===== src/rtl/sub_3op_serial.sv =====
`default_nettype none
// ==========================================================================
// sub_3op_serial : digit-serial D = A - B - C - Bin, DIGIT bits per clock.
// Revision 1.0
// ==========================================================================
module sub_3op_serial #(
  parameter int WIDTH = 16,
  parameter int DIGIT = 4
) (
  input  logic               clk,
  input  logic               rst,
  input  logic               start,
  input  logic [WIDTH-1:0]   A,
  input  logic [WIDTH-1:0]   B,
  input  logic [WIDTH-1:0]   C,
  input  logic               Bin,
  output logic               busy,
  output logic               done,
  output logic [WIDTH+1:0]   D,
  output logic               neg,
  output logic               zero
);

  localparam int N  = WIDTH / DIGIT;
  localparam int IW = (N > 1) ? $clog2(N) : 1;
  localparam logic [IW-1:0] C_LAST = IW'(N - 1);

  typedef enum logic [1:0] {
    IDLE = 2'd0,
    CALC = 2'd1,
    DONE = 2'd2
  } state_t;

  state_t           state_q, state_d;
  logic [IW-1:0]    idx_q, idx_d;
  logic [1:0]       br_q, br_d;
  logic [WIDTH-1:0] a_q, a_d, b_q, b_d, c_q, c_d;
  logic [WIDTH-1:0] res_q, res_d;
  logic [WIDTH+1:0] d_q, d_d;

  logic [DIGIT+1:0]       w_slice_diff;
  logic [1:0]             w_borrow_nxt;
  logic [WIDTH+DIGIT-1:0] w_res_shift;
  logic [WIDTH-1:0]       w_res_nxt;

  // Borrow between slices ranges 0..2 (two subtrahends plus the incoming borrow).
  assign w_slice_diff = {2'b00, a_q[DIGIT-1:0]} - {2'b00, b_q[DIGIT-1:0]}
                      - {2'b00, c_q[DIGIT-1:0]} - {{DIGIT{1'b0}}, br_q};
  assign w_borrow_nxt = 2'b00 - w_slice_diff[DIGIT+1:DIGIT];
  assign w_res_shift  = {w_slice_diff[DIGIT-1:0], res_q};
  assign w_res_nxt    = w_res_shift[WIDTH+DIGIT-1:DIGIT];

  always_ff @(posedge clk or posedge rst) begin
    if (rst) begin
      state_q <= IDLE;
      idx_q   <= '0;
      br_q    <= '0;
      a_q     <= '0;
      b_q     <= '0;
      c_q     <= '0;
      res_q   <= '0;
      d_q     <= '0;
    end else begin
      state_q <= state_d;
      idx_q   <= idx_d;
      br_q    <= br_d;
      a_q     <= a_d;
      b_q     <= b_d;
      c_q     <= c_d;
      res_q   <= res_d;
      d_q     <= d_d;
    end
  end

  always_comb begin
    state_d = state_q;
    idx_d   = idx_q;
    br_d    = br_q;
    a_d     = a_q;
    b_d     = b_q;
    c_d     = c_q;
    res_d   = res_q;
    d_d     = d_q;
    case (state_q)
      IDLE: begin
        if (start) begin
          a_d     = A;
          b_d     = B;
          c_d     = C;
          br_d    = {1'b0, Bin};
          idx_d   = '0;
          state_d = CALC;
        end
      end
      CALC: begin
        a_d   = a_q >> DIGIT;
        b_d   = b_q >> DIGIT;
        c_d   = c_q >> DIGIT;
        br_d  = w_borrow_nxt;
        res_d = w_res_nxt;
        idx_d = idx_q + IW'(1);
        if (idx_q == C_LAST) begin
          // Final borrow of 0/1/2 becomes the two sign bits 00/11/10.
          d_d     = {2'b00 - w_borrow_nxt, w_res_nxt};
          state_d = DONE;
        end
      end
      DONE:    state_d = IDLE;
      default: state_d = IDLE;
    endcase
  end

  assign busy = (state_q != IDLE);
  assign done = (state_q == DONE);
  assign D    = d_q;
  assign neg  = d_q[WIDTH+1];
  assign zero = (d_q == '0);

endmodule
`default_nettype wire

===== config.mk =====
export PLATFORM = sky130hd
export DESIGN_NAME = sub_3op_serial
export DESIGN_NICKNAME = d
export VERILOG_FILES = /design/src/rtl/sub_3op_serial.sv
export SDC_FILE = /design/constraint.sdc
export NUM_CORES = 1
export LEC_CHECK = 0
export BUFFER_PORTS_ARGS = -buffer_cell sky130_fd_sc_hd__buf_2
export CAP_MARGIN = 20
export CORE_UTILIZATION = 40
export CTS_CLUSTER_SIZE = 16
export DETAILED_ROUTE_END_ITERATION = 8
export PLACE_DENSITY = 0.69
export SLEW_MARGIN = 5
export SYNTH_ARGS = -nofsm -noshare
export SYNTH_HDL_FRONTEND = slang
export SYNTH_SLANG_ARGS = --single-unit

===== constraint.sdc =====
create_clock -name clk -period 2.5 [get_ports clk]
set_clock_uncertainty 0.1 [all_clocks]
set_input_delay 0.125 -clock clk [delete_from_list [all_inputs] [get_ports clk]]
set_output_delay 0.125 -clock clk [all_outputs]
set_load 0.05 [all_outputs]

==> reports/results.env, run 1 <==
VDD.IR_DROP.WORST_uV=710
ANTENNA_VIOLATIONS_BEFORE_REPAIR=0
YS_ASYNC_SR_FRACTION_PCT=100
P_CLK_SHARE_PCT=11.6
REGISTER_BIT_COUNT_REPORTED_BY_YOSYS=84
AVERAGE_DETAILED_ROUTED_WIRE_LENGTH_PER_INSTANCE_UM=14.4
DIE-HEIGHT_UM=103
POWER.NET_SWITCHING_mW=3.78
ANTENNA-DIODE-COUNT=0
POWER_REPORT.INTERNAL_TOTAL_mW=4.66
CRITICAL_PATH_ARRIVAL_NS=2.77
ROUTE.DETAILED.DRC=0
SYNTHCELLS=399
SYN_AREA_PER_CELL_UM2=10.2
YOSYS_WARNING_COUNT=0
DRV.MAX_CAP_VIOLATION_COUNT=0
YOSYS_MOST_USED_DFF='dfrtp_1'
FINALWORSTSETUPSLACK_NS=-0.138
DETAIL_ROUTE.ITER0.VIOLATIONS=192
HOLD-WORST-SLACK_NS=0.104
CRITICAL_PATH.MAX_FANOUT=4
CP_COMMON_CELL='inv_2'
HPWLAFTERDP_MM=6.23
SYNTH_NET_COUNT=466
CP_CELL_SEQUENCE='inv_2, ha_4, inv_2, fa_2, xnor2_1, ha_1, inv_2, ha_4, nand2b_4, a21oi_4, xor2_2, xor2_1, o21ai_1'
CP.REQUIRED_NS=2.63
PORTBUFFERS=73
ANTENNA_VIOLATING_NETS_POST_ROUTE=0
CELLLEAKAGEPOWER_nW=2.41
GPL.FINAL_WEIGHTED_CONGESTION=0.804
CTS_SINKS=84
GR_OVFL_TOTAL=0
GRT_SETUP_UNREPAIRED='true'
VIAS_PER_CELL=5.19
YOSYSSEQAREASHARE_PCT=51.4
NUM_VIAS=3341
UTILIZATION_PCT=53.5
GRT_PASS1_VIAS=3156
SYNTHESIS.AREA_UM2=4090
P_SW_SHARE_PCT=44.8
DRT-PASS1-ITER-COUNT=5
TOTAL_NUMBER_OF_NETS_IN_THE_FINAL_DESIGN=573
FILL_CELL_COUNT=893
CP_SLOWEST_STAGE_DELAY_NS=0.39
HOLD_VIOL_FINAL=0
DESIGN.DIE.AREA_UM2=10600
START_KIND='register'
WIRE_LENGTH_OF_THE_FIRST_GLOBAL_ROUTING_PASS_MM=15.0
DRIVE_ABOVE_1_SHARE_PCT=26.8
CLOCK_TREE.HTREE_LEVEL_COUNT=3
RUN_STATUS='finished, violations left'
CLKLATENCYLATEPIN_NS=0.35
SEQPWRFRAC_PCT=28.3
FINALCRITICALPERIOD_NS=2.64
POST_ROUTE_SETUP_TNS_NS=-0.271
CLOCK.FMAX_MHz=379
VIOLATIONS_IN_THE_FINAL_REPORTS='negative setup slack'
CTS_MADE_BUFFERS=9
INITIAL_UTILIZATION_PCT=41.6
TIMING.CRITICAL_PATH.SLOWEST_STAGE_CELL='dfrtp_1'
COMB_POWER_SHARE_PCT=60.1
PLACEDCELLCOUNT=594
TIMING.FINAL.SETUP_VIOLATIONS=4
WORST_SETUP_HOLD_PATH_CLK_SLEW_NS=0.08
HP-CLASS='input port to register'
IOPINCOUNT=74
ROW_COUNT=36
CTS.ROOT.BUFFER_CELL='clkbuf_8'
FINAL_MAX_SLEW_VIOL_COUNT=0
MAX-SLEW-MARGIN-REL_PCT=54.9
DIEWIDTH_UM=103
NUMBER_OF_ENABLE_TYPE_REGISTER_CELLS_IN_THE_SYNTHESIZED_NETLIST=0
LAYOUTNONFILLERINSTCOUNT=644
GRT_START_MAX_NET_PINS=44
P_PER_AREA_nW_PER_UM2=1600
NETLIST-CELL-TYPE-COUNT=40
FINAL_WORST_PATH_CYCLE_SHARE_PCT=106
GRT_USAGE_PCT=18.6
WORST_SLEW_PIN_SLEW_NS=0.675
TRITONCTS='done'
ROUTED_WL_MM=9.27
LAYOUT-AREA-OVERHEAD-VS-SYNTH_PCT=28.6
ENDPOINT_KIND='register'
PLACEABLE_CORE_REGION_UM2=9820
TIMING.SETUP.CRITICAL_PATH_CLASS='register to register'
CTS_BUFFER_DEPTH=2
WORST_SETUP_SLACK_FOR_REGISTER_TO_REGISTER_PATHS_NS=-0.14
==> routing by layer <==
metal	share of wire (%)	global-route usage, %	vias to the layer above	wire length (um)
li1	-	-	1638	-
met1	45	23.8	1604	4180
met2	50	31.8	90	4620
met3	4.1	4.14	9	377
met4	1.0	4.88	0	97
met5	0	0	-	0
==> cell families (layout without fill, tap and decap cells) <==
kind of cell             Yosys count  in the layout  synth area share [%]
AO/OA/AOI/OAI                    137            137                  21.0
AND/OR/NAND/NOR                   99             99                  12.1
flip-flops                        84             84                  51.4
buffers and inverters             44            156                  5.08
adder cells (fa/ha/maj)           15             15                  5.14
multiplexers                      14             14                  3.83
XOR/XNOR                           6              6                  1.47
==> final timing paths <==
check	start	endpoint	depth (start not counted)
hold / removal	A[4]	a_q[4]	4
max in group asynchronous	rst	state_q[0]	4
setup reg to reg	a_q[0]	br_q[1]	13
min in group asynchronous	rst	D[9]	4
hold reg to reg	res_q[6]	res_q[6]	2
setup / recovery	a_q[0]	br_q[1]	13
==> synth_stat cells (2+ instances only) <==
library cell  number  area share [%]
nor2_4             2            0.55
buf_4              4            0.73
mux2_1            11             3.0
a21o_1             3            0.55
inv_1             15             1.4
nand3_1            2            0.24
fa_1               3             1.5
clkbuf_1           6            0.55
nor3b_1           18             3.3
o21ai_0           14             1.7
nor4_1             4            0.61
o21ai_1           42             5.1
buf_2             16             2.0
a22o_1             7             1.5
nand2b_1           2            0.31
ha_1              12             3.7
nand2_1           60             5.5
a22oi_1           44             8.1
mux2_2             2            0.55
dfrtp_1           84              51
nor2_1             3            0.28
a21oi_1           22             2.7
xor2_1             4            0.86
nor2b_1            3            0.46
==> stage by stage <==
| step | area (um2) | total power [mW] | worst slack, ns |
|---|---|---|---|
| after floorplan | 4130 | 5.73 | 0.00715 |
| after global placement | 4640 | 6.82 | -0.0940 |
| after detailed placement | 4640 | 6.94 | -0.182 |
| after CTS | 5190 | 8.17 | -0.147 |
| after global routing | 5260 | 9.11 | -0.237 |
| final | 5260 | 8.43 | -0.138 |
==> registers in the layout, summed over array words and instances, names as in the netlist <==
| register | count |
|---|---|
| br_q | 2 |
| state_q | 2 |
| b_q | 16 |
| D | 18 |
| res_q | 12 |
| c_q | 16 |
| idx_q | 2 |
| a_q | 16 |
==> power by group through the flow <==
stage | combinational (mW) | clock [mW] | sequential [mW]
2_1_floorplan | 2.99 | 0 | 2.74
4_1_cts | 4.77 | 1.00 | 2.39
5_1_grt | 5.59 | 1.06 | 2.46
6_report | 5.07 | 0.976 | 2.39
3_3_place_gp | 4.43 | 0 | 2.39
3_5_place_dp | 4.52 | 0 | 2.42
==> layout by cell type, fill, tap and decap left out, drive strengths merged, types with 2 or more instances in the layout <==
cell type / synthesis / routed
ha: 12 / 12
a21o: 3 / 3
nor2: 5 / 5
fa: 3 / 3
clkinvlp: 0 / 2
nand2b: 2 / 2
a21oi: 23 / 23
a22o: 7 / 7
nor2b: 3 / 3
buf: 22 / 92
inv: 16 / 15
clkbuf: 6 / 13
nand3: 2 / 2
dlygate4sd3: 0 / 32
mux2: 13 / 13
dfrtp: 84 / 84
nor4: 4 / 4
xor2: 5 / 5
nand2: 61 / 61
a22oi: 44 / 44
o21ai: 56 / 56
nor3b: 18 / 18
==> final cells by class <==
cell class                      instances  area, um2  share of cell area [%]
Inverter                               16       61.3                    1.17
Sequential cell                        84       2100                    40.0
Timing Repair Buffer                  124        828                    15.8
Multi-Input combinational cell        271       1890                    36.0
Clock inverter                          3       45.0                   0.857
Clock buffer                           13        159                    3.02
Tap cell                              133        166                    3.17
==> repair_timing <==
action                                 CTS  global route
gates resized for setup                  9            12
hold buffers                            32             0
endpoints found under the hold margin  115             0
setup buffers                            0             2
setup endpoints to repair                5             7
pin swaps                                3            11
==> critical path: cells and delay by family, from the launching register on <==
family,cells,cell delay (ns)
adder cells (fa/ha/maj),4,1.06
XOR/XNOR,3,0.53
flip-flops,1,0.39
AO/OA/AOI/OAI,2,0.25
buffers and inverters,3,0.15
AND/OR/NAND/NOR,1,0.06
(Power assumes the default switching activity.)
==> inputs of run 2 (changes only) <==
Settings changed: RECOVER_POWER from default to 100.
==> run 2 against run 1 <==
The flow still finishes with violations (negative setup slack). Hold slack improved by 0.0049 ns. Critical path depth unchanged. Non-clock buffer count unchanged. Sequential power about the same. Routed wire length increased by 0.39%. Global-route usage unchanged. First-iteration DRC count decreased by 3.6%. Utilization decreased by 0.51 points.
==> reports/results.env, run 2 (synthesis results as in run 1) <==
RUN_STATUS='finished, violations left'
VIOLATIONS_IN_THE_FINAL_REPORTS='negative setup slack'
ROUTE.DETAILED.DRC=0
VDD.IR_DROP.WORST_uV=707
WORST_SETUP_HOLD_PATH_CLK_SLEW_NS=0.08
DPL-INSTANCE-AREA_UM2=4640
DETAIL_ROUTE.ITER0.VIOLATIONS=185
CTS_BUFFER_DEPTH=2
TRITONCTS='done'
HOLD_VIOL_FINAL=0
FINALINSTANCEAREA_UM2=5210
CRITICAL_PATH.MAX_FANOUT=4
DESIGN.DIE.AREA_UM2=10600
HOLD-WORST-SLACK_NS=0.108
START_KIND='register'
DRV.MAX_CAP_VIOLATION_COUNT=0
HP-CLASS='input port to register'
LAYOUTNONFILLERINSTCOUNT=644
GRT_SETUP_UNREPAIRED='true'
NUMBER_OF_FLIP_FLOPS_IN_THE_LARGEST_REGISTER=18
LAYOUT_COMMONEST_CELL='dfrtp_1'
DIE-HEIGHT_UM=103
FILL_CELL_COUNT=910
GRT_USAGE_PCT=18.6
CLOCK.FMAX_MHz=379
WIRE_LENGTH_OF_THE_FIRST_GLOBAL_ROUTING_PASS_MM=15.0
FINAL_WORST_PATH_CYCLE_SHARE_PCT=106
ROUTED_WL_MM=9.30
PLACEABLE_CORE_REGION_UM2=9820
MAX-SLEW-MARGIN-REL_PCT=27.8
CLOCK_TREE.HTREE_LEVEL_COUNT=3
WORST_SLEW_PIN_SLEW_NS=1.08
CP.REQUIRED_NS=2.62
TOTAL_NUMBER_OF_NETS_IN_THE_FINAL_DESIGN=573
TIMING.SETUP.CRITICAL_PATH_CLASS='register to register'
IOPINCOUNT=74
AVERAGE_DETAILED_ROUTED_WIRE_LENGTH_PER_INSTANCE_UM=14.4
PORTBUFFERS=73
CRITICAL_PATH_ARRIVAL_NS=2.76
VIAS_PER_CELL=5.21
INITIAL_UTILIZATION_PCT=41.6
DRIVE_ABOVE_1_SHARE_PCT=21.7
GRT_START_MAX_NET_PINS=44
CLKLATENCYLATEPIN_NS=0.34
FINAL_MAX_SLEW_VIOL_COUNT=0
DRT-PASS1-ITER-COUNT=4
DIEWIDTH_UM=103
UTILIZATION_PCT=53.0
ROW_COUNT=36
ANTENNA_VIOLATIONS_BEFORE_REPAIR=0
CTS.ROOT.BUFFER_CELL='clkbuf_8'
FINALCRITICALPERIOD_NS=2.64
CTS_SINKS=84
P_PER_AREA_nW_PER_UM2=1600
TIMING.FINAL.SETUP_VIOLATIONS=4
CELLLEAKAGEPOWER_nW=2.32
HPWLAFTERDP_MM=6.23
NUM_VIAS=3354
PLACEDCELLCOUNT=594
ENDPOINT_KIND='register'
CTS_MADE_BUFFERS=9
ANTENNA-DIODE-COUNT=0
GPL.FINAL_WEIGHTED_CONGESTION=0.804
FINALWORSTSETUPSLACK_NS=-0.139
LAYOUT-AREA-OVERHEAD-VS-SYNTH_PCT=27.4
ANTENNA_VIOLATING_NETS_POST_ROUTE=0
GR_OVFL_TOTAL=0
MOST-COMMON-LAYOUT-CELLS='dfrtp_1 (84), nand2_1 (61), buf_2 (51)'
GRT_PASS1_VIAS=3156
## run 2: cell types whose count changed in the layout (fill, tap and decap cells not counted), sizes merged
| cell | before | now |
|---|---|---|
| clkinv | 1 | 0 |
| clkbuf | 13 | 41 |
| buf | 92 | 64 |
| clkinvlp | 2 | 3 |
## run 2: power by group
part	switching, mW	internal, mW
logic	2.86	2.10
registers	0.439	1.95
clock network	0.458	0.517
## run 2: final cells by class
type	count	area [um2]	share of cell area, %
clock buffers	13	159	3.05
clock inverters	3	45.0	0.865
inverters	16	61.3	1.18
multi-input cells	271	1890	36.3
flip-flops and latches	84	2100	40.4
well taps	133	166	3.20
repair buffers	124	785	15.1
## run 2: critical path, cell delays in order (launching register included)
cell and delay, ns:
dfrtp_1 0.39, inv_2 0.07, ha_4 0.12, inv_2 0.04, fa_2 0.36, xnor2_1 0.13, ha_1 0.29, inv_2 0.04
ha_4 0.29, nand2b_4 0.06, a21oi_4 0.16, xor2_2 0.21, xor2_1 0.19, o21ai_1 0.09
## run 2: stage by stage
step	TNS, ns	power (mW)	setup WS [ns]
floorplan	0	5.73	0.00715
global placement	-0.240	6.82	-0.0940
detailed placement	-0.459	6.94	-0.182
CTS	-0.302	8.17	-0.147
global route	-1.00	9.00	-0.237
finish	-0.290	8.33	-0.139
## run 2: worst paths after layout
check | from | slack (ns) | to | depth (start not counted)
max | a_q[0] | -0.14 | br_q[1] | 13
min in group asynchronous | rst | 0.55 | D[9] | 4
min | A[4] | 0.11 | a_q[4] | 4
max reg2reg | a_q[0] | -0.14 | br_q[1] | 13
min reg2reg | res_q[5] | 0.38 | res_q[5] | 2
max in group asynchronous | rst | 1.04 | a_q[1] | 4
## run 2: per-layer routing
layer	share of wire, %	wire length, um	vias up	GRT usage, %
li1	-	-	1640	-
met1	45	4230	1616	23.8
met2	50	4640	91	31.8
met3	3.9	365	7	4.14
met4	0.77	72	0	4.88
met5	0	0	-	0
## run 2: timing repair
item	in CTS	in global routing
resized for setup	9	12
pin swaps	3	11
hold endpoints to repair	115	0
hold buffers	32	0
setup buffers	0	2
endpoints found under the setup margin	5	7
==> inputs of run 3 (changes only) <==
Settings changed: SKIP_LAST_GASP from default to 1.
Clock period 2.5 ns to 2.21 ns, I/O delays scaled along.
==> run 3 against run 2 <==
The run still ends with negative setup slack left. Via count rose by 1.6%. Fmax fell by 2.6%. Sequential cell count did not move. Largest cell class unchanged. Largest power group unchanged. Highest routed layer unchanged.
==> reports/results.env, run 3 (synthesis results as in run 1) <==
CLOCK_TREE.HTREE_LEVEL_COUNT=3
HOLD_VIOL_FINAL=0
ENDPOINT_KIND='register'
ROW_COUNT=36
CRITICAL_PATH_ARRIVAL_NS=2.84
INITIAL_UTILIZATION_PCT=41.6
HPWLAFTERDP_MM=6.44
FILL_CELL_COUNT=948
ROUTE.TOP_LAYER_USED='met4'
HOLD-WORST-SLACK_NS=0.0493
CELLLEAKAGEPOWER_nW=2.40
GRT_START_MAX_NET_PINS=33
HP-CLASS='input port to register'
LAYOUTNONFILLERINSTCOUNT=654
VIAS_PER_CELL=5.21
UTILIZATION_PCT=54.0
GR_OVFL_TOTAL=0
TIMING.HOLD.WORST_ENDPOINT='b_q[11]'
GRT_USAGE_PCT=19.7
CRIT-REG2REG-CAPTURE='D[16]'
ANTENNA_VIOLATIONS_BEFORE_REPAIR=0
WORST_SETUP_HOLD_PATH_CLK_SLEW_NS=0.09
TIMING.RR.START='a_q[0]'
VDD.IR_DROP.WORST_uV=1020
ANTENNA-DIODE-COUNT=0
IOPINCOUNT=74
FINAL_WORST_PATH_CYCLE_SHARE_PCT=123
DRIVE_ABOVE_1_SHARE_PCT=24.0
WL_MET2_MM=4.79
CTS_SINKS=84
MULTI_INPUT_AREA_UM2=1890
RUN_STATUS='finished, violations left'
GPL.FINAL_WEIGHTED_CONGESTION=0.877
CTS_MADE_BUFFERS=9
VIOLATIONS_IN_THE_FINAL_REPORTS='negative setup slack'
FF2FF_PATH_DEPTH=13
CLKLATENCYLATEPIN_NS=0.35
PLACEABLE_CORE_REGION_UM2=9820
CTS.ROOT.BUFFER_CELL='clkbuf_8'
CTS_BUFFER_DEPTH=2
MOST-COMMON-LAYOUT-CELLS='dfrtp_1 (84), nand2_1 (61), buf_2 (52)'
CRITICAL_PATH.MAX_FANOUT=5
SEQ_AREA_UM2=2100
P_PER_AREA_nW_PER_UM2=1910
PLACE_WORST_SETUP_SLACK_NS=-0.505
DESIGN.DIE.AREA_UM2=10600
CLOCK.FMAX_MHz=369
PLACEDCELLCOUNT=600
AVERAGE_DETAILED_ROUTED_WIRE_LENGTH_PER_INSTANCE_UM=15.0
GRT_PASS1_VIAS=3387
DETAIL_ROUTE.ITER0.VIOLATIONS=201
WIRE_LENGTH_OF_THE_FIRST_GLOBAL_ROUTING_PASS_MM=16.1
HP_START='start'
ROUTE.DETAILED.DRC=0
ROUTE.MET3.WL_UM=418
WORST_SLEW_PIN_SLEW_NS=1.22
FINALCRITICALPERIOD_NS=2.71
NUMBER_OF_FLIP_FLOPS_IN_THE_LARGEST_REGISTER=18
DRT-PASS1-ITER-COUNT=5
LAYOUT-AREA-OVERHEAD-VS-SYNTH_PCT=29.8
NUM_VIAS=3406
DIEWIDTH_UM=103
DRV.MAX_CAP_VIOLATION_COUNT=0
FINAL_MAX_SLEW_VIOL_COUNT=0
WORST_SETUP_SLACK_FOR_REGISTER_TO_REGISTER_PATHS_NS=-0.50
WL_MET1_MM=4.43
WORSTHOLDPATHCELLS=4
TIMING.FINAL.SETUP_VIOLATIONS=8
PORTBUFFERS=73
TIMING.SETUP.CRITICAL_PATH_CLASS='register to register'
ANTENNA_VIOLATING_NETS_POST_ROUTE=0
TOTAL_NUMBER_OF_NETS_IN_THE_FINAL_DESIGN=583
DIE-HEIGHT_UM=103
FINALWORSTSETUPSLACK_NS=-0.499
GRT_SETUP_UNREPAIRED='true'
MAX-SLEW-MARGIN-REL_PCT=18.2
TRITONCTS='done'
START_KIND='register'
LAYOUT_COMMONEST_CELL='dfrtp_1'
CP.REQUIRED_NS=2.34
ROUTED_WL_MM=9.82
==> run 3: critical path: stages, from the launching register on <==
cell and delay (ns):
dfrtp_1 0.39, inv_1 0.06, ha_1 0.15, inv_2 0.05, fa_2 0.34, xnor2_1 0.14
ha_1 0.29, inv_2 0.04, ha_4 0.29, nand2b_4 0.08, a21oi_4 0.18, xor2_2 0.11
buf_4 0.14, mux2_4 0.24
==> run 3: worst max-delay path by stage <==
stage              end  cells past startpoint    from  slack, ns
6_report         D[16]                     13  a_q[0]      -0.50
5_1_grt        br_q[1]                     13  a_q[0]      -0.64
4_1_cts        br_q[1]                     13  a_q[0]      -0.46
3_5_place_dp   br_q[1]                     13  a_q[0]      -0.50
3_3_place_gp   br_q[1]                     13  a_q[0]      -0.38
2_1_floorplan  br_q[1]                     13  a_q[0]      -0.28
==> run 3: what timing repair did <==
action,CTS,global route
pin swaps,13,11
hold endpoints to repair,58,0
gates resized for setup,15,2
hold buffers,32,0
setup buffers,4,2
setup endpoints to repair,8,9
==> run 3: through the flow <==
stage,cell area [um2],TNS [ns],power [mW]
final,5300,-2.60,10.1
after global routing,5300,-3.75,11.0
after CTS,5340,-2.49,9.96
after detailed placement,4720,-2.65,8.16
after global placement,4720,-2.05,7.87
after floorplan,4140,-0.993,6.62
==> run 3: report_power, final <==
group | switching, mW | internal (mW)
combinational | 3.53 | 2.70
sequential | 0.500 | 2.21
clock | 0.545 | 0.667
total | 4.57 | 5.57
==> run 3: cell type report <==
| type | count | share of cell area [%] |
|---|---|---|
| Clock buffer | 10 | 2.59 |
| Clock inverter | 6 | 1.63 |
| Multi-Input combinational cell | 271 | 35.6 |
| Sequential cell | 84 | 39.6 |
| Tap cell | 133 | 3.14 |
| Inverter | 16 | 1.16 |
| Timing Repair Buffer | 134 | 16.3 |
==> run 3: routing by layer <==
metal,GRT usage [%],up-vias
met2,32.8,98
li1,-,1657
met1,26.0,1636
met3,3.59,15
met5,0,-
met4,6.72,0
